File: src/rtl/matrix_scan_driver_pkg.sv
// Shared definitions for the playfield row-scan driver.
//   NumRows/NumCols : default matrix geometry (12 rows x 16 columns)
//   RowIdxW         : width of the row_index output
//   scan_state_e    : scan FSM states
//   row_lsb()       : LSB position of a row inside the packed frame (row 0 = MSBs)
package matrix_scan_driver_pkg;

  localparam int unsigned NumRows = 12;
  localparam int unsigned NumCols = 16;
  localparam int unsigned RowIdxW = 4;

  typedef enum logic [1:0] {
    StIdle,
    StLoad,
    StBlank,
    StDrive
  } scan_state_e;

  // Row r occupies frame[(rows-1-r)*cols +: cols], so row 0 sits in the top bits.
  function automatic int unsigned row_lsb(input int unsigned row, input int unsigned rows,
                                          input int unsigned cols);
    return (rows - 1 - row) * cols;
  endfunction

endpackage

File: src/rtl/matrix_scan_driver_if.sv
// Frame-in / scan-out bundle of the row-scan driver.
//   enable     : 1 = scan, 0 = stop and blank            (master -> slave)
//   data       : ROWS*COLS frame, row 0 in the MSBs       (master -> slave)
//   row_sel    : one-hot active-high row enable           (slave -> master)
//   col_out    : column data of the lit row               (slave -> master)
//   row_index  : row currently in BLANK/DRIVE             (slave -> master)
//   frame_done : 1-cycle pulse after the last row's DRIVE (slave -> master)
interface matrix_scan_driver_if
  import matrix_scan_driver_pkg::*;
#(
  parameter int unsigned ROWS = NumRows,
  parameter int unsigned COLS = NumCols
);

  logic                   enable;
  logic [ROWS*COLS-1:0]   data;
  logic [ROWS-1:0]        row_sel;
  logic [COLS-1:0]        col_out;
  logic [RowIdxW-1:0]     row_index;
  logic                   frame_done;

  modport master (
    output enable,
    output data,
    input  row_sel,
    input  col_out,
    input  row_index,
    input  frame_done
  );

  modport slave (
    input  enable,
    input  data,
    output row_sel,
    output col_out,
    output row_index,
    output frame_done
  );

endinterface

File: src/rtl/matrix_scan_driver_scan_timer.sv
// Loadable down-counter used to time both the BLANK and DRIVE intervals.
//   clk, rst : clock, synchronous active-high reset (count -> 0)
//   load_i   : load value_i into the counter this cycle
//   value_i  : load value (interval length minus one)
//   done_o   : terminal count; high while the counter is zero
// The counter stops at zero and never wraps.
module matrix_scan_driver_scan_timer #(
  parameter int unsigned Width = 4
) (
  input  logic             clk,
  input  logic             rst,
  input  logic             load_i,
  input  logic [Width-1:0] value_i,
  output logic             done_o
);

  logic [Width-1:0] count_q, count_d;

  always_comb begin
    count_d = count_q;
    if (load_i) begin
      count_d = value_i;
    end else if (count_q != '0) begin
      count_d = count_q - Width'(1);
    end
  end

  always_ff @(posedge clk) begin
    if (rst) begin
      count_q <= '0;
    end else begin
      count_q <= count_d;
    end
  end

  assign done_o = (count_q == '0);

endmodule

File: src/rtl/matrix_scan_driver.sv
// Row-scan driver for the LED playfield matrix.
//   clk, rst : clock, synchronous active-high reset
//   bus      : slave side of matrix_scan_driver_if (enable/data in, scan outputs out)
// The frame is copied into a shadow buffer once per pass (LOAD), so updates to data
// mid-pass never tear. Each row gets BLANK_CYCLES with all rows off (column data is
// updated here) followed by DWELL_CYCLES with the row lit. All outputs are registered;
// their next values are derived from the next state so they line up with state_q.
module matrix_scan_driver
  import matrix_scan_driver_pkg::*;
#(
  parameter int unsigned ROWS         = NumRows,
  parameter int unsigned COLS         = NumCols,
  parameter int unsigned DWELL_CYCLES = 5000,
  parameter int unsigned BLANK_CYCLES = 16
) (
  input  logic                 clk,
  input  logic                 rst,
  matrix_scan_driver_if.slave  bus
);

  localparam int unsigned MaxCycles = (DWELL_CYCLES > BLANK_CYCLES) ? DWELL_CYCLES
                                                                     : BLANK_CYCLES;
  localparam int unsigned CntW      = $clog2(MaxCycles + 1);
  localparam int unsigned FrameW    = ROWS * COLS;
  localparam int unsigned FrameIdxW = $clog2(FrameW);

  localparam logic [CntW-1:0]    DwellLoad = CntW'(DWELL_CYCLES - 1);
  localparam logic [CntW-1:0]    BlankLoad = CntW'(BLANK_CYCLES - 1);
  localparam logic [RowIdxW-1:0] LastRow   = RowIdxW'(ROWS - 1);

  scan_state_e          state_q, state_d;
  logic [FrameW-1:0]    shadow_q, shadow_d;
  logic [RowIdxW-1:0]   row_index_q, row_index_d;
  logic [ROWS-1:0]      row_sel_q, row_sel_d;
  logic [COLS-1:0]      col_out_q, col_out_d;
  logic                 frame_done_q, frame_done_d;
  logic [FrameIdxW-1:0] slice_lsb;

  logic            timer_load;
  logic [CntW-1:0] timer_value;
  logic            timer_done;

  matrix_scan_driver_scan_timer #(
    .Width (CntW)
  ) u_scan_timer (
    .clk     (clk),
    .rst     (rst),
    .load_i  (timer_load),
    .value_i (timer_value),
    .done_o  (timer_done)
  );

  // Next-state, shadow and row counter.
  always_comb begin
    state_d      = state_q;
    shadow_d     = shadow_q;
    row_index_d  = row_index_q;
    frame_done_d = 1'b0;
    timer_load   = 1'b0;
    timer_value  = BlankLoad;

    if (!bus.enable) begin
      state_d     = StIdle;
      row_index_d = '0;
    end else begin
      unique case (state_q)
        StIdle: begin
          state_d = StLoad;
        end
        StLoad: begin
          shadow_d    = bus.data;
          row_index_d = '0;
          timer_load  = 1'b1;
          timer_value = BlankLoad;
          state_d     = StBlank;
        end
        StBlank: begin
          if (timer_done) begin
            timer_load  = 1'b1;
            timer_value = DwellLoad;
            state_d     = StDrive;
          end
        end
        StDrive: begin
          if (timer_done) begin
            if (row_index_q == LastRow) begin
              row_index_d  = '0;
              frame_done_d = 1'b1;
              state_d      = StLoad;
            end else begin
              row_index_d = row_index_q + RowIdxW'(1);
              timer_load  = 1'b1;
              timer_value = BlankLoad;
              state_d     = StBlank;
            end
          end
        end
        default: begin
          state_d = StIdle;
        end
      endcase
    end
  end

  // Output next values follow state_d so column data only moves while all rows are off.
  always_comb begin
    slice_lsb = FrameIdxW'(row_lsb(32'(row_index_d), ROWS, COLS));
    row_sel_d = '0;
    col_out_d = col_out_q;
    unique case (state_d)
      StIdle:  col_out_d = '0;
      StBlank: col_out_d = shadow_d[slice_lsb +: COLS];
      StDrive: row_sel_d = ROWS'(1) << row_index_d;
      default: ;
    endcase
  end

  always_ff @(posedge clk) begin
    if (rst) begin
      state_q      <= StIdle;
      shadow_q     <= '0;
      row_index_q  <= '0;
      row_sel_q    <= '0;
      col_out_q    <= '0;
      frame_done_q <= 1'b0;
    end else begin
      state_q      <= state_d;
      shadow_q     <= shadow_d;
      row_index_q  <= row_index_d;
      row_sel_q    <= row_sel_d;
      col_out_q    <= col_out_d;
      frame_done_q <= frame_done_d;
    end
  end

  assign bus.row_sel    = row_sel_q;
  assign bus.col_out    = col_out_q;
  assign bus.row_index  = row_index_q;
  assign bus.frame_done = frame_done_q;

endmodule

File: src/flat_wrapper.sv
// flat-port wrapper written by rule: the top's interface ports become plain ports
module matrix_scan_driver_flat import matrix_scan_driver_pkg::*;
#(
  parameter int unsigned ROWS         = NumRows,
  parameter int unsigned COLS         = NumCols,
  parameter int unsigned DWELL_CYCLES = 5000,
  parameter int unsigned BLANK_CYCLES = 16
)
  (clk, rst, bus_enable, bus_data, bus_row_sel, bus_col_out, bus_row_index, bus_frame_done);
  matrix_scan_driver_if #(.ROWS(ROWS), .COLS(COLS)) bus_i ();
  input  logic clk;
  input  logic rst;
  input wire logic [$bits(bus_i.enable)-1:0] bus_enable;
  input wire logic [$bits(bus_i.data)-1:0] bus_data;
  output wire logic [$bits(bus_i.row_sel)-1:0] bus_row_sel;
  output wire logic [$bits(bus_i.col_out)-1:0] bus_col_out;
  output wire logic [$bits(bus_i.row_index)-1:0] bus_row_index;
  output wire logic [$bits(bus_i.frame_done)-1:0] bus_frame_done;
  assign bus_i.enable = bus_enable;
  assign bus_i.data = bus_data;
  assign bus_row_sel = bus_i.row_sel;
  assign bus_col_out = bus_i.col_out;
  assign bus_row_index = bus_i.row_index;
  assign bus_frame_done = bus_i.frame_done;
  matrix_scan_driver #(.ROWS(ROWS), .COLS(COLS), .DWELL_CYCLES(DWELL_CYCLES), .BLANK_CYCLES(BLANK_CYCLES)) u_core (.clk(clk), .rst(rst), .bus(bus_i));
endmodule
File: config.mk
export PLATFORM = sky130hd
export DESIGN_NAME = matrix_scan_driver_flat
export DESIGN_NICKNAME = d
export VERILOG_FILES = /design/src/rtl/matrix_scan_driver_pkg.sv /design/src/rtl/matrix_scan_driver_if.sv /design/src/rtl/matrix_scan_driver_scan_timer.sv /design/src/rtl/matrix_scan_driver.sv /design/src/flat_wrapper.sv
export SDC_FILE = /design/constraint.sdc
export NUM_CORES = 1
export LEC_CHECK = 0
export ABC_CLOCK_PERIOD_IN_PS = 5450
export CAP_MARGIN = 5
export CORE_UTILIZATION = 55
export DETAILED_ROUTE_END_ITERATION = 16
export PLACE_DENSITY = 0.85
export REMOVE_ABC_BUFFERS = 1
export SETUP_SLACK_MARGIN = 0.05
export SYNTH_ARGS = -nofsm -noshare
export SYNTH_HDL_FRONTEND = slang
export SYNTH_SLANG_ARGS = --single-unit
File: constraint.sdc
create_clock -name clk -period 5.45 [get_ports clk]
set_input_delay 0.8175 -clock clk [delete_from_list [all_inputs] [get_ports clk]]
set_output_delay 0.8175 -clock clk [all_outputs]
set_load 0.02 [all_outputs]
==> impl_metrics.csv <==
group,metric,value,unit
outcome,status,"finished clean",
timing,slew_headroom,28.9,%
cts,clkSlewWorstSetupHoldPaths,0.06,ns
placed_design,dp_hpwl,22400,um
route,vias,10700,
power_and_ir_drop,vdd.ir_drop.worst,0.249,mV
critical_path,start_kind,"flip-flop",
yosys,avgSynthCellArea,7.84,sq um
yosys,synth-seq-cells,240,
worst_hold_path,holdPathStages,2,
job,max-cap-violations,0,
timing,rsz0062_at_grt,"no",
cts,numCtsBuffers,25,
final_layout,final_nets,1706,
global_route,grt_pass1_wl,51600,um
global_route,gr-total-overflow,0,
die,die_area,19600,sq um
cts,htree_levels,1,
final_layout,drive_gt1_share,5.89,%
timing,min_period_over_period,74.5,%
power_and_ir_drop,clkPwrFrac,40.6,%
die,num_rows,50,
route,viasPerCell,6.08,
cts,ctsResizeCount,0,
yosys,synth_most_common_cell,"nand2_1",
critical_path,crit_fanout,11,
power_and_ir_drop,p_comb_share,18.1,%
placed_design,gp_congestion,0.924,
timing,tightest_slew,1.07,ns
timing,fin_skew,0.0113,ns
route,drt_wl_total,32900,um
global_route,grt_pass1_vias,10100,
yosys,synth_top_area_share,45.9,%
cts,cts_tree,"yes",
die,num_io_pins,228,
critical_path,crit_arrival,4.47,ns
yosys,synth_edf_count,0,
route,remaining_drc_errors,0,
yosys,ys_top_cells_by_area,"dfxtp_1 46%, nand2_1 13%, a21oi_1 8.6%, mux2i_1 5.8%, nor2_1 4.2%",
final_layout,stdcell_count,1762,
global_route,grt_usage,33.0,%
power_and_ir_drop,p_int,3.42,mW
worst_hold_path,min_path_type,"flip-flop to flip-flop",
cts,postCtsSetupBuffers,0,
power_and_ir_drop,p_sw_share,27.1,%
yosys,synth_top_cell_by_area,"dfxtp_1",
die,core,18700,sq um
final_layout,fin_util,74.0,%
route,drtIter0Drc,1062,
timing,max_freq,246,MHz
timing,setup_viol,0,
power_and_ir_drop,power_density,339,nW/um^2
cts,cts_buffer_depth,3,
placed_design,dp.cells,1716,
cts,cts_hold_buf,0,
critical_path,r2r_cells,10,
timing,fin_crit,4.06,ns
cts,clock-sinks,240,
cts,cts_root_buffer,"clkbuf_16",
critical_path,required,5.86,ns
placed_design,io_buffers,227,
yosys,yosys-top-cells-count,"351 x nand2_1, 240 x dfxtp_1, 180 x a21oi_1",
critical_path,critical_path_class,"flip-flop to flip-flop",
route,firstDrtPassIters,6,
timing,drv_slew,0,
yosys,synth_area,10500,sq um
die,start_util,56.0,%
route,drt-wirelength-per-cell,18.7,um
timing,hold_viol,0,
yosys,ys_async_sr_fraction,0,%
final_layout,n_antenna_cell,0,
route,drtAntennaViolNets,0,
yosys,synth_flop_cell,"dfxtp_1",
power_and_ir_drop,power_leakage,4.83,nW
final_layout,area_growth,32.2,%
yosys,ys_warn_count,0,
global_route,grt_max_degree,85,
critical_path,endpoint_kind,"flip-flop",
cts,clk_latency,0.53,ns
die,die_height,140,um
die,die_w,140,um
power_and_ir_drop,pwr-share-seq,41.3,%
power_and_ir_drop,power_switching,1.28,mW
yosys,netlist_instances,1335,
global_route,antenna_found_initial,0,
yosys,synth_cell_types,64,
yosys,seq_area_frac_synth,45.9,%
[logic make-up after synthesis]
kind of cell    count (synthesis)  share of synthesized area (%)
compound gates                333                           19.3
xor+xnor                        8                          0.669
fa+ha+maj                       2                          0.239
buf+inv                       107                           4.12
flops                         240                           45.9
mux                            62                           5.94
simple gates                  583                           23.8
[layout make-up]
class | count | area [sq um]
tap | 234 | 293
inverter | 4 | 15.0
timing repair buffer | 250 | 2500
multi-input combinational | 988 | 5300
clock inverter | 11 | 201
fill | 1400 | 4870
sequential | 240 | 4800
clock buffer | 35 | 733
[layout by cell type (no fill, tap or decap), types with 10 or more instances in the layout]
master	count
a211oi_1	10
a21oi_1	180
a221o_1	10
buf_4	19
clkbuf_16	25
clkdlybuf4s50_1	226
dfxtp_1	240
mux2i_1	61
nand2_1	351
nand3_1	19
nor2_1	115
nor3_1	34
nor4_1	13
o211ai_1	10
o21ai_0	31
o22ai_1	26
or3_1	10
[final timing paths]
kind	start	end	slack, ns
max	u_core.u_scan_timer.count_q[0]$_SDFFE_PP0P_	u_core.bus.col_out[6]$_SDFFE_PP0P_	1.39
min	u_core.shadow_q[19]$_SDFF_PP0_	u_core.shadow_q[19]$_SDFF_PP0_	0.45
max reg2reg	u_core.u_scan_timer.count_q[0]$_SDFFE_PP0P_	u_core.bus.col_out[6]$_SDFFE_PP0P_	1.39
min reg2reg	u_core.shadow_q[19]$_SDFF_PP0_	u_core.shadow_q[19]$_SDFF_PP0_	0.45
[power by group through the flow]
stage          Sequential, mW  Combinational (mW)  Clock (mW)
2_1_floorplan            1.96               0.536           0
3_3_place_gp             1.97               0.814           0
3_5_place_dp             1.98               0.834           0
4_1_cts                  1.94               0.839        1.91
5_1_grt                  1.95               0.930        1.99
6_report                 1.94               0.849        1.91
[metrics by stage]
stage	total power, mW	hold slack (ns)	setup slack [ns]	area (sq um)	setup TNS [ns]
after global placement	2.78	0.438	1.30	12900	0
after floorplan	2.49	0.425	-5.01	10100	-846.80
after detailed placement	2.81	0.444	1.22	12900	0
after CTS	4.69	0.452	1.39	13800	0
after global routing	4.87	0.475	1.19	13800	0
final	4.70	0.453	1.39	13800	0
[routing by layer]
| layer | track usage, % | vias to the layer above | wire length [um] |
|---|---|---|---|
| li1 | - | 4996 | - |
| met1 | 43.2 | 4980 | 13000 |
| met2 | 53.1 | 624 | 15300 |
| met3 | 5.98 | 108 | 3190 |
| met4 | 15.0 | 0 | 1370 |
| met5 | 0 | - | 0 |
[registers in the layout (all words and copies together) (netlist names)]
signal,count
u_core.bus.row_sel,12
u_core.state_q,2
u_core.shadow_q,192
u_core.u_scan_timer.count_q,13
u_core.bus.col_out,16
u_core.bus.row_index,4
u_core.bus.frame_done,1
[worst max-delay path: stages, from the launching register on]
cell,delay [ns]
dfxtp_1,0.33
inv_1,0.09
ha_1,0.17
or3b_2,0.57
nor4_2,0.77
a32oi_1,0.22
nand2_1,0.29
and2_1,0.48
nand2_1,0.47
o22ai_1,0.43
a21oi_1,0.11
Note: power is estimated with default switching activity, not from simulation.
